File: src/rtl/shcollect_pkg.sv
// Shared definitions for the serial-to-parallel collector at the Booth
// shift-register output.
package shcollect_pkg;

  localparam int W_DEF  = 12;
  localparam int CW_DEF = 4;

  typedef enum logic [1:0] {
    S_IDLE  = 2'd0,
    S_SHIFT = 2'd1,
    S_HOLD  = 2'd2
  } state_t;

endpackage

File: src/rtl/shcollect_if.sv
// Collector bus: start/serial-in/ack from the environment,
// shift enable and assembled word back out.
interface shcollect_if #(
  parameter int W = 12
) ();

  logic         start;
  logic         serin;
  logic         sh;
  logic         busy;
  logic [W-1:0] parout;
  logic         valid;
  logic         ack;

  modport master (
    output start, serin, ack,
    input  sh, busy, parout, valid
  );

  modport slave (
    input  start, serin, ack,
    output sh, busy, parout, valid
  );

endinterface

File: src/rtl/shcollect_ctrl.sv
// Collection FSM and bit counter.
// Produces the shift enable, valid flag and a word-clear strobe.
module shcollect_ctrl
  import shcollect_pkg::*;
#(
  parameter int W  = W_DEF,
  parameter int CW = CW_DEF
) (
  input  logic clk,
  input  logic rst,
  input  logic i_start,
  input  logic i_ack,
  output logic o_sh,
  output logic o_busy,
  output logic o_valid,
  output logic o_load
);

  localparam logic [CW-1:0] LAST = CW'(W - 1);

  state_t        r_state;
  state_t        w_next;
  logic [CW-1:0] r_count;
  logic          w_last;
  logic          w_load;

  assign w_last = (r_count == LAST);

  always_ff @(posedge clk or negedge rst) begin
    if (!rst) begin
      r_state <= S_IDLE;
    end else begin
      r_state <= w_next;
    end
  end

  always_comb begin
    w_next = r_state;
    w_load = 1'b0;
    case (r_state)
      S_IDLE: begin
        if (i_start) begin
          w_load = 1'b1;
          w_next = S_SHIFT;
        end
      end
      S_SHIFT: begin
        if (w_last) begin
          w_next = S_HOLD;
        end
      end
      S_HOLD: begin
        // A start without ack must not overwrite the word being held.
        if (i_ack) begin
          if (i_start) begin
            w_load = 1'b1;
            w_next = S_SHIFT;
          end else begin
            w_next = S_IDLE;
          end
        end
      end
      default: begin
        w_next = S_IDLE;
      end
    endcase
  end

  always_ff @(posedge clk or negedge rst) begin
    if (!rst) begin
      r_count <= '0;
    end else if (w_load) begin
      r_count <= '0;
    end else if (r_state == S_SHIFT) begin
      r_count <= w_last ? '0 : r_count + 1'b1;
    end
  end

  assign o_sh    = (r_state == S_SHIFT);
  assign o_busy  = (r_state == S_SHIFT);
  assign o_valid = (r_state == S_HOLD);
  assign o_load  = w_load;

endmodule

File: src/rtl/shcollect.sv
// Serial-to-parallel collector: reads the upstream register LSB-first and
// presents the W-bit word with a valid/ack handshake.
module shcollect
  import shcollect_pkg::*;
#(
  parameter int W  = W_DEF,
  parameter int CW = CW_DEF
) (
  input logic         clk,
  input logic         rst,
  shcollect_if.slave  bus
);

  logic         w_sh;
  logic         w_busy;
  logic         w_valid;
  logic         w_load;
  logic [W-1:0] r_par;

  shcollect_ctrl #(
    .W  (W),
    .CW (CW)
  ) u_ctrl (
    .clk     (clk),
    .rst     (rst),
    .i_start (bus.start),
    .i_ack   (bus.ack),
    .o_sh    (w_sh),
    .o_busy  (w_busy),
    .o_valid (w_valid),
    .o_load  (w_load)
  );

  // Right shift so the first bit received ends up in bit 0.
  always_ff @(posedge clk or negedge rst) begin
    if (!rst) begin
      r_par <= '0;
    end else if (w_load) begin
      r_par <= '0;
    end else if (w_sh) begin
      r_par <= {bus.serin, r_par[W-1:1]};
    end
  end

  assign bus.sh     = w_sh;
  assign bus.busy   = w_busy;
  assign bus.valid  = w_valid;
  assign bus.parout = r_par;

endmodule
File: src/flat_wrapper.sv
// flat-port wrapper written by rule: the top's interface ports become plain ports
module shcollect_flat import shcollect_pkg::*;
#(
  parameter int W  = W_DEF,
  parameter int CW = CW_DEF
)
  (clk, rst, bus_start, bus_serin, bus_ack, bus_sh, bus_busy, bus_parout, bus_valid);
  shcollect_if #(.W(W)) bus_i ();
  input logic clk;
  input logic rst;
  input wire logic [$bits(bus_i.start)-1:0] bus_start;
  input wire logic [$bits(bus_i.serin)-1:0] bus_serin;
  input wire logic [$bits(bus_i.ack)-1:0] bus_ack;
  output wire logic [$bits(bus_i.sh)-1:0] bus_sh;
  output wire logic [$bits(bus_i.busy)-1:0] bus_busy;
  output wire logic [$bits(bus_i.parout)-1:0] bus_parout;
  output wire logic [$bits(bus_i.valid)-1:0] bus_valid;
  assign bus_i.start = bus_start;
  assign bus_i.serin = bus_serin;
  assign bus_i.ack = bus_ack;
  assign bus_sh = bus_i.sh;
  assign bus_busy = bus_i.busy;
  assign bus_parout = bus_i.parout;
  assign bus_valid = bus_i.valid;
  shcollect #(.W(W), .CW(CW)) u_core (.clk(clk), .rst(rst), .bus(bus_i));
endmodule
File: config.mk
export PLATFORM = sky130hd
export DESIGN_NAME = shcollect_flat
export DESIGN_NICKNAME = d
export VERILOG_FILES = /design/src/rtl/shcollect_pkg.sv /design/src/rtl/shcollect_if.sv /design/src/rtl/shcollect_ctrl.sv /design/src/rtl/shcollect.sv /design/src/flat_wrapper.sv
export SDC_FILE = /design/constraint.sdc
export NUM_CORES = 1
export LEC_CHECK = 0
export CAP_MARGIN = 20
export CORE_MARGIN = 1.5
export CORE_UTILIZATION = 50
export CTS_CLUSTER_DIAMETER = 150
export DETAILED_ROUTE_END_ITERATION = 8
export PLACE_DENSITY_LB_ADDON = 0.05
export SLEW_MARGIN = 20
export SYNTH_ARGS = -nofsm -noshare
export SYNTH_HDL_FRONTEND = slang
export SYNTH_HIERARCHICAL = 1
export SYNTH_SLANG_ARGS = --single-unit
File: constraint.sdc
create_clock -name clk -period 1.9 [get_ports clk]
set_input_delay 0.285 -clock clk [delete_from_list [all_inputs] [get_ports clk]]
set_output_delay 0.285 -clock clk [all_outputs]
set_load 0.01 [all_outputs]
==> results of run 1 <==
[flip-flops by register name, summed over array words and instances (netlist names)]
register,cells
u_core/u_ctrl/r_count,4
u_core/bus.parout,12
u_core/u_ctrl/r_state,2
[per-layer routing]
layer,vias to the layer above,track usage,share of wire
met3,2,0.0468,0.050
met2,15,0.261,0.45
met4,0,0.0848,0.0061
li1,293,-,-
met5,-,0,0
met1,279,0.242,0.49
[cell families (layout without fill, tap and decap cells)]
family	Yosys count	after routing	synth area share
AOI/OAI and AO/OA	9	9	0.0842
adders and majority gates	1	1	0.0156
muxes	12	12	0.150
buffers and inverters	6	31	0.0421
DFF	18	18	0.562
and+or+nand+nor	24	24	0.147
[final cells by class]
| type | instances | area, um^2 |
|---|---|---|
| inverter | 3 | 11.3 |
| tap | 16 | 20.0 |
| multi-input combinational | 46 | 318 |
| timing repair buffer | 24 | 233 |
| clock buffer | 4 | 36.3 |
| sequential | 18 | 450 |
| fill | 117 | 438 |
[stage by stage]
| step | area, um^2 | utilization | hold WS [ps] | std cells | setup slack [ps] |
|---|---|---|---|---|---|
| floorplan | 802 | - | -10.6 | 70 | 535 |
| global placement | 1020 | 0.677 | 503 | 106 | 374 |
| detailed placement | 1020 | 0.677 | 508 | 106 | 356 |
| CTS | 1060 | 0.701 | 304 | 110 | 16.6 |
| global route | 1070 | 0.709 | 315 | 111 | 58.2 |
| finish | 1070 | 0.709 | 311 | 111 | 120 |
[cells in the final DEF, fill, tap and decap left out]
cell type,count
dfrtp_1,18
clkdlybuf4s50_1,17
mux2i_1,12
nor2_1,12
buf_4,5
nand2_1,4
clkbuf_4,3
dlymetal6s2s_1,2
inv_1,2
nand2b_1,2
o2bb2ai_1,2
clkbuf_8,1
and2b_2,1
a211oi_2,1
nand2b_2,1
nand3_1,1
inv_2,1
nand3b_1,1
and3_1,1
o21ai_1,1
o31ai_1,1
o21bai_1,1
nor4b_1,1
a21o_1,1
a21oi_1,1
o21ai_0,1
ha_1,1
[path summary, 6_finish.rpt]
kind | depth (start not counted) | from | end
setup / recovery | 2 | u_core/u_ctrl/r_state[0] | bus_valid
hold / removal | 2 | rst | u_core/u_ctrl/r_count[2]
setup reg to reg | 5 | u_core/u_ctrl/r_state[1] | u_core/bus.parout[9]
hold reg to reg | 1 | u_core/u_ctrl/r_count[3] | u_core/u_ctrl/r_count[3]
max in group asynchronous | 2 | rst | u_core/bus.parout[8]
min in group clk | 1 | u_core/u_ctrl/r_count[3] | u_core/u_ctrl/r_count[3]
[repair_timing]
item                                    CTS  global route
endpoints found under the setup margin    0             2
endpoints found under the hold margin     0             0
buffers inserted                          0             1
gates resized for setup                   0             2
[power breakdown]
| part | internal, mW | total [mW] | leakage, nW | switching (mW) |
|---|---|---|---|---|
| Combinational | 0.457 | 0.838 | 0.308 | 0.381 |
| Clock | 0.117 | 0.228 | 0.0210 | 0.111 |
| Sequential | 0.541 | 0.665 | 0.230 | 0.123 |
| Total | 1.12 | 1.73 | 0.559 | 0.615 |
==> impl_results.md, run 1 <==
* Setup Skew at 2.01 ps
* Static leakage at 0.559 nW
* Reg2reg setup slack at 570 ps
* Worst Path Buf+Inv at 1
* Post-synth EDFFs at 0
* Max-slew violations at 0
* Initial antenna violation count at 0
* Final Cycle Share at 0.937
* Worst EP required at 1620 ps
* Crit-path max FO at 5
* Number of DRC markers in iteration 0 at 16
* Cell Area, Synth at 802 um^2
* CP top delay family: buffers and inverters
* Die H at roughly 43 um
* Clock Root Buffer: clkbuf_4
* Minimum clock period at 1780 ps
* Pre-Repair DR Iteration Count at 4
* Maximum VDD drop at 0.861 mV
* Synth cell types at 25
* Critical Path Sink Type: output pin
* Largest cells by area after synthesis: dfrtp_1, mux2i_1, nor2_1
* HPWL Detailed at approximately 1000 um
* DRC viols at 0
* Final #Nets at just over 100
* Clock sink count at 18
* WL/cell at 13.4 um
* Seq/Total Area, Yosys at 0.562
* Syn Area/Cell at 11.5 um^2
* Outcome: finished clean
* Largest stage delay on the critical path at 530 ps
* Vias at 589
* Crit-path slowest cell: clkdlybuf4s50_1
* Largest net degree at the start of global routing at 19
* GPL Wtd Cong at 0.835
* Clock latency on the worst-skew pair at 280 ps
* Congestion Overflow GR at 0
* Least-Margin Pin Slew at 267 ps
* RSZ-0062 raised after global routing: false
* Crit start category: register
* Ys Warns at 6
* Synth Register Bits at 18
* Main synth FF type: dfrtp_1
* Max Root-Sink Buffers at 2
* Diode count at 0
* Row count at 14
* Max-cap violations at 0
* Async SR Flop Fraction at 1.00
* Area delta synth->final at 33.2%
* Post-synth net total at 76
* # port buffers at 19
* Share of cells above drive strength 1 at 0.137
* Critical path type: reg2out
* Final setup violation count at 0
* H-tree levels at 1
* Worst path cell trace: and2b_2, clkdlybuf4s50_1
* Ports at 20
* Detail Route Antenna Nets at 0
* Gate Count Post-Synth at 70
* Top-area cell type share of the netlist area at 0.562
* Global Route Usage Sum at 0.177
* Die area at 1850 um^2
* CTS tree: done
* Achievable frequency at 562 MHz
* Routed vias/inst at 5.31
* Power per cell area at 1620 nW/um^2
* HP Class: in2async
* Setup_tns at 0 ps
* Arrival time of the worst setup path at 1490 ps
* Wirelength, routed at 1490 um
* CTS hold repair buffers at 0
* CTS buffer count at 3
* Most common cell in the netlist: dfrtp_1
* Die W at 43.1 um
* Post-synth top cells: dfrtp_1, mux2i_1, nor2_1
* Starting Density at 0.532
* Slew headroom at 0.820
* Total power at 1.73 mW
* Number of global-route vias before repair at 546
* Core Area at 1510 um^2
* Clk pin slew, worst setup/hold paths at 100 ps
* Global-route wire length before repair at around 2400 um
* Final Hold Viols at 0
* Post-synth top area cell: dfrtp_1
Note: power is estimated with default switching activity, not from simulation.
==> inputs of run 2 (changes only) <==
Settings changed: CORE_MARGIN 1.5 to 8, CORE_UTILIZATION 50 to 42.
Clock period 1.9 ns to 1.6 ns, I/O delays scaled along.
==> run 2 against run 1 <==
  * Via count rose by 0.34%
  * Sequential share of layout area down 0.68 points
  * Total power grew 21%
  * Clock-buffer cell count unchanged
  * Global-route usage fell by 7.4 points
  * Die area increased by 92%
  * Clock skew rose by 0.88 ps
  * Hold slack got worse by 47 ps
  * Critical path depth up 2
  * Sequential power grew 18%
  * Clock power rose by 23%
  * Setup slack got worse by 44 ps
  * Highest routed layer unchanged
==> impl_results.md, run 2 (synthesized netlist as in run 1, its figures left out) <==
* RSZ-0062 raised after global routing: false (unchanged)
* Fin area at 1090 um^2 (was 1070 um^2)
* Diode count at 0 (unchanged)
* Filler Cell Count at 184 (was 117)
* Row count at 16 (was 14)
* Minimum clock period at 1520 ps
* Ports at 20 (unchanged)
* Reg2reg setup slack at 290 ps (was 570 ps)
* Area delta synth->final at 35.4% (was 33.2%)
* Congestion Overflow GR at 0 (unchanged)
* Final #Nets at 103 (was 102)
* Outcome: finished clean (unchanged)
* Critical Path Sink Type: output pin (unchanged)
* Slew headroom at 0.820 (about the same)
* Global Route Usage Sum at 0.103 (was 0.177)
* Clock sink count at 18 (unchanged)
* Worst EP required at 1360 ps (was 1620 ps)
* Final Hold Viols at 0 (unchanged)
* Critical path capture point: bus_sh (was bus_valid)
* Util after Layout at 0.577 (was 0.709)
* # port buffers at 19 (unchanged)
* Max Root-Sink Buffers at 2 (unchanged)
* Die W at 59.7 um (was 43.1 um)
* Number of DRC markers in iteration 0 at 3 (was 16)
* Cell Area, Placed at 1040 um^2 (was 1020 um^2)
* Final setup violation count at 0 (unchanged)
* Setup_tns at 0 ps (unchanged)
* CTS tree: done (unchanged)
* RR Startpoint: u_core/u_ctrl/r_state[0] (was u_core/u_ctrl/r_state[1])
* HP Class: in2async (unchanged)
* Most frequent cells in the layout: dfrtp_1, clkdlybuf4s50_1, mux2i_1, nor2_1, buf_4 (unchanged)
* HPWL Detailed at 1200 um (was 1020 um)
* Least-Margin Pin Slew at 267 ps (about the same)
* Detail Route Antenna Nets at 0 (unchanged)
* Clock latency on the worst-skew pair at 290 ps (was 280 ps)
* Clock Root Buffer: clkbuf_4 (unchanged)
* Core Area at 1880 um^2 (was 1510 um^2)
* Vias at 591 (was 589)
* DRC viols at 0 (unchanged)
* Pre-Repair DR Iteration Count at 4 (unchanged)
* WL/cell at 13.0 um (was 13.4 um)
* Final Cycle Share at 0.953
* Critical path origin: u_core/u_ctrl/r_state[0] (unchanged)
* Global-route wire length before repair at 2760 um (was 2420 um)
* Crit start category: register (unchanged)
* Setup Skew at 2.89 ps (was 2.01 ps)
* Clk pin slew, worst setup/hold paths at 100 ps (about the same)
* Arrival time of the worst setup path at 1280 ps (was 1490 ps)
* Most common cell after layout, fill and taps aside: dfrtp_1 (unchanged)
* Max-slew violations at 0 (unchanged)
* Post-place setup slack at 85.3 ps (was 356 ps)
* Number of global-route vias before repair at 619 (was 546)
* Sequential Area at 450 um^2 (unchanged)
* Largest net degree at the start of global routing at 19 (unchanged)
* Max FFs per register at 12 (unchanged)
* FF-to-FF path depth at 7 (was 5)
* Die H at 59.7 um (was 43.1 um)
* Crit-path max FO at 5 (unchanged)
* Multi-input logic area at 323 um^2 (was 318 um^2)
* Post-route setup slack at 75.6 ps (was 120 ps)
* Initial antenna violation count at 0 (unchanged)
* GPL Wtd Cong at 0.792 (was 0.835)
* CTS hold repair buffers at 0 (unchanged)
* Die area at 3560 um^2 (was 1850 um^2)
* CTS buffer count at 3 (unchanged)
* Achievable frequency at 656 MHz
* H-tree levels at 1 (unchanged)
* Critical path type: reg2out (unchanged)
* Maximum VDD drop at 0.893 mV (was 0.861 mV)
* Reg-to-Reg End: u_core/u_ctrl/r_count[3] (was u_core/bus.parout[9])
* Starting Density at 0.426 (was 0.532)
* Routed vias/inst at 4.80 (was 5.31)
* Share of cells above drive strength 1 at 0.146 (was 0.137)
* Static leakage at 0.561 nW (was 0.559 nW)
* Power per cell area at 1920 nW/um^2 (was 1620 nW/um^2)
* Max-cap violations at 0 (unchanged)
* Wirelength, routed at 1600 um (was 1490 um)
[run 2: cell types whose count changed in the layout (fill, tap and decap cells not counted), sizes merged]
cell and change:
buf +1, clkdlybuf4s50 -1, dlygate4sd2 +3, dlymetal6s2s -2
[run 2: how the worst min path moves through the flow]
| stage | cells after the start | slack [ps] | from | end |
|---|---|---|---|---|
| after global routing | 2 | 290 | rst | u_core/u_ctrl/r_count[2] |
| after global placement | 1 | 500 | u_core/u_ctrl/r_count[3] | u_core/u_ctrl/r_count[3] |
| after CTS | 2 | 270 | rst | u_core/u_ctrl/r_state[1] |
| final | 2 | 260 | rst | u_core/u_ctrl/r_count[3] |
| after detailed placement | 1 | 510 | u_core/u_ctrl/r_count[3] | u_core/u_ctrl/r_count[3] |
| after floorplan | 0 | -60 | rst | u_core/bus.parout[0] |
[run 2: where the power goes]
part	switching [mW]	internal [mW]
clock network	0.142	0.139
logic	0.470	0.556
registers	0.141	0.643
total	0.753	1.34
[run 2: per-layer routing]
metal / track usage / vias to the layer above / routed length, um
li1: - / 292 / -
met1: 0.133 / 281 / 803
met2: 0.152 / 14 / 724
met3: 0.0258 / 4 / 47
met4: 0.0510 / 0 / 22
met5: 0 / - / 0
[run 2: timing repair]
| action | in CTS | in global routing |
|---|---|---|
| hold endpoints to repair | 0 | 0 |
| buffers inserted | 1 | 0 |
| setup endpoints to repair | 3 | 2 |
| pin swaps | 0 | 0 |
| resized for setup | 3 | 1 |
[run 2: cell type report]
| class | count | area share |
|---|---|---|
| Clock buffer | 4 | 0.0334 |
| Tap cell | 27 | 0.0311 |
| Multi-Input combinational cell | 46 | 0.297 |
| Timing Repair Buffer | 25 | 0.213 |
| Inverter | 3 | 0.0104 |
| Sequential cell | 18 | 0.415 |
[run 2: critical path, stage by stage, from the launching register on]
cell	delay [ps]
dfrtp_1	400
buf_4	160
nand2b_4	90
inv_2	60
dlygate4sd2_1	280
[run 2: through the flow]
| stage | hold WS, ps | std cells | total power [mW] |
|---|---|---|---|
| after CTS | 269 | 123 | 2.11 |
| after global routing | 293 | 123 | 2.26 |
| after floorplan | -55.6 | 70 | 1.37 |
| after detailed placement | 509 | 118 | 1.83 |
| final | 264 | 123 | 2.09 |
| after global placement | 496 | 118 | 1.82 |
==> inputs of run 3 (changes only) <==
Settings changed: CORE_MARGIN 8 to 3.
==> run 3 against run 2 <==
  * First-iteration DRC count increased to 3.3 times the previous value
  * Sequential share of layout area increased by 0.19 points
  * Maximum frequency increased by 0.38%
  * Clock skew increased by 3.8 ps
  * Largest cell class unchanged
  * Critical path depth decreased by 1
==> impl_results.md, run 3 (synthesized netlist as in run 1, its figures left out) <==
* Outcome: finished clean (unchanged)
* Diode count at 0 (unchanged)
* Fin area at 1080 um^2 (was 1090 um^2)
* Power per cell area at 1890 nW/um^2 (was 1920 nW/um^2)
* DRC viols at 0 (unchanged)
* Post-place setup slack at 92.6 ps (was 85.3 ps)
* CTS buffer count at 3 (unchanged)
* Least-Margin Pin Slew at 303 ps (was 267 ps)
* Cell Area, Placed at 1050 um^2 (was 1040 um^2)
* Worst path cell trace: nand2b_2, inv_2, dlygate4sd2_1 (was buf_4, nand2b_4, inv_2, dlygate4sd2_1)
* Post-route setup slack at 81.4 ps (was 75.6 ps)
* Total power at 2.04 mW (was 2.09 mW)
* Largest stage delay on the critical path at 410 ps (was 400 ps)
* Detail Route Antenna Nets at 0 (unchanged)
* Starting Density at 0.455 (was 0.426)
* Arrival time of the worst setup path at 1280 ps (about the same)
* FF-to-FF path depth at 7 (unchanged)
* Most common cell after layout, fill and taps aside: dfrtp_1 (unchanged)
* # port buffers at 19 (unchanged)
* Util after Layout at 0.613 (was 0.577)
* Number of global-route vias before repair at 595 (was 619)
* Max Root-Sink Buffers at 2 (unchanged)
* RR Startpoint: u_core/u_ctrl/r_state[0] (unchanged)
* Max-slew violations at 0 (unchanged)
* Filler Cell Count at 171 (was 184)
* Critical Path Sink Type: output pin (unchanged)
* Setup_tns at 0 ps (unchanged)
* Minimum clock period at 1520 ps (about the same)
* HPWL Detailed at 1130 um (was 1200 um)
* Dpl cells at 117 (was 118)
* Reg2reg setup slack at 240 ps (was 290 ps)
* Static leakage at 0.564 nW (was 0.561 nW)
* Maximum VDD drop at 0.982 mV (was 0.893 mV)
* Final Hold Viols at 0 (unchanged)
* GPL Wtd Cong at 0.790 (was 0.792)
* Final setup violation count at 0 (unchanged)
* Max-cap violations at 0 (unchanged)
* Crit start category: register (unchanged)
* Worst EP required at 1360 ps (about the same)
* Setup Skew at 6.69 ps (was 2.89 ps)
* Congestion Overflow GR at 0 (unchanged)
* Pre-Repair DR Iteration Count at 4 (unchanged)
* Clock latency on the worst-skew pair at 280 ps (was 290 ps)
* Crit-path slowest cell: dfrtp_1 (unchanged)
* HP Class: in2async (unchanged)
* Slew headroom at 0.798 (was 0.820)
* Crit-path max FO at 6 (was 5)
* Largest net degree at the start of global routing at 19 (unchanged)
* Wirelength, routed at 1550 um (was 1600 um)
* WL/cell at 12.7 um (was 13.0 um)
* Area delta synth->final at 34.8% (was 35.4%)
* Initial antenna violation count at 0 (unchanged)
* Final Cycle Share at 0.949 (was 0.953)
* Clock sink count at 18 (unchanged)
* Achievable frequency at 658 MHz (was 656 MHz)
* Die W at 49.7 um (was 59.7 um)
* Core Area at 1760 um^2 (was 1880 um^2)
* H-tree levels at 1 (unchanged)
* Final #Nets at 105 (was 103)
* Global-route wire length before repair at 2770 um (was 2760 um)
* Die area at 2470 um^2 (was 3560 um^2)
* Routed vias/inst at 4.91 (was 4.80)
* Vias at 599 (was 591)
* Clock Root Buffer: clkbuf_4 (unchanged)
* Fin Hold WS at 276 ps (was 264 ps)
* Critical path type: reg2out (unchanged)
* Most frequent cells in the layout: dfrtp_1, clkdlybuf4s50_1, mux2i_1, nor2_1, buf_4 (unchanged)
* Row count at 15 (was 16)
* Ports at 20 (unchanged)
* Global Route Usage Sum at 0.147 (was 0.103)
* CTS tree: done (unchanged)
* Final std cells w/o fill at 122 (was 123)
* Die H at 49.7 um (was 59.7 um)
* Number of DRC markers in iteration 0 at 10 (was 3)
* Reg-to-Reg End: u_core/u_ctrl/r_count[3] (unchanged)
* Clk pin slew, worst setup/hold paths at 90 ps (was 100 ps)
* Max FFs per register at 12 (unchanged)
* Share of cells above drive strength 1 at 0.155 (was 0.146)
[run 3: critical path: cells and delay by family, from the launching register on]
family | cells | cell delay, ps
AND/OR/NAND/NOR | 1 | 200
flip-flops | 1 | 410
buffers and inverters | 2 | 390
[run 3: power by group]
part           leakage, nW  switching [mW]  internal [mW]
logic                0.320           0.473          0.572
clock network       0.0138           0.124         0.0874
registers            0.230           0.144          0.643
total                0.564           0.742           1.30
[run 3: cell type report]
cell class,instances,area [um^2],area share
sequential,18,450,0.417
multi-input combinational,46,318,0.294
timing repair buffer,27,248,0.229
tap,25,31.3,0.0289
clock buffer,3,22.5,0.0208
inverter,3,11.3,0.0104
[run 3: metal layers]
layer | vias up | track usage | part of all wire
li1 | 294 | - | -
met1 | 279 | 0.201 | 0.43
met2 | 22 | 0.218 | 0.49
met3 | 4 | 0.0363 | 0.062
met4 | 0 | 0.0691 | 0.019
met5 | - | 0 | 0
[run 3: worst max-delay path by stage]
stage / startpoint / to / slack (ps)
finish: u_core/u_ctrl/r_state[1] / bus_sh / 80
global route: u_core/u_ctrl/r_state[1] / bus_sh / -4
CTS: u_core/u_ctrl/r_state[1] / bus_busy / 40
detailed placement: u_core/u_ctrl/r_state[1] / bus_busy / 90
global placement: u_core/u_ctrl/r_state[1] / bus_busy / 80
floorplan: u_core/u_ctrl/r_state[1] / u_core/bus.parout[0] / 240
[run 3: timing repair]
item                       4_1_cts  5_1_grt
hold endpoints to repair         0        0
resized for setup                3        1
setup buffers                    1        1
setup endpoints to repair        3        2
pin swaps                        0        0
hold buffers                     0        0
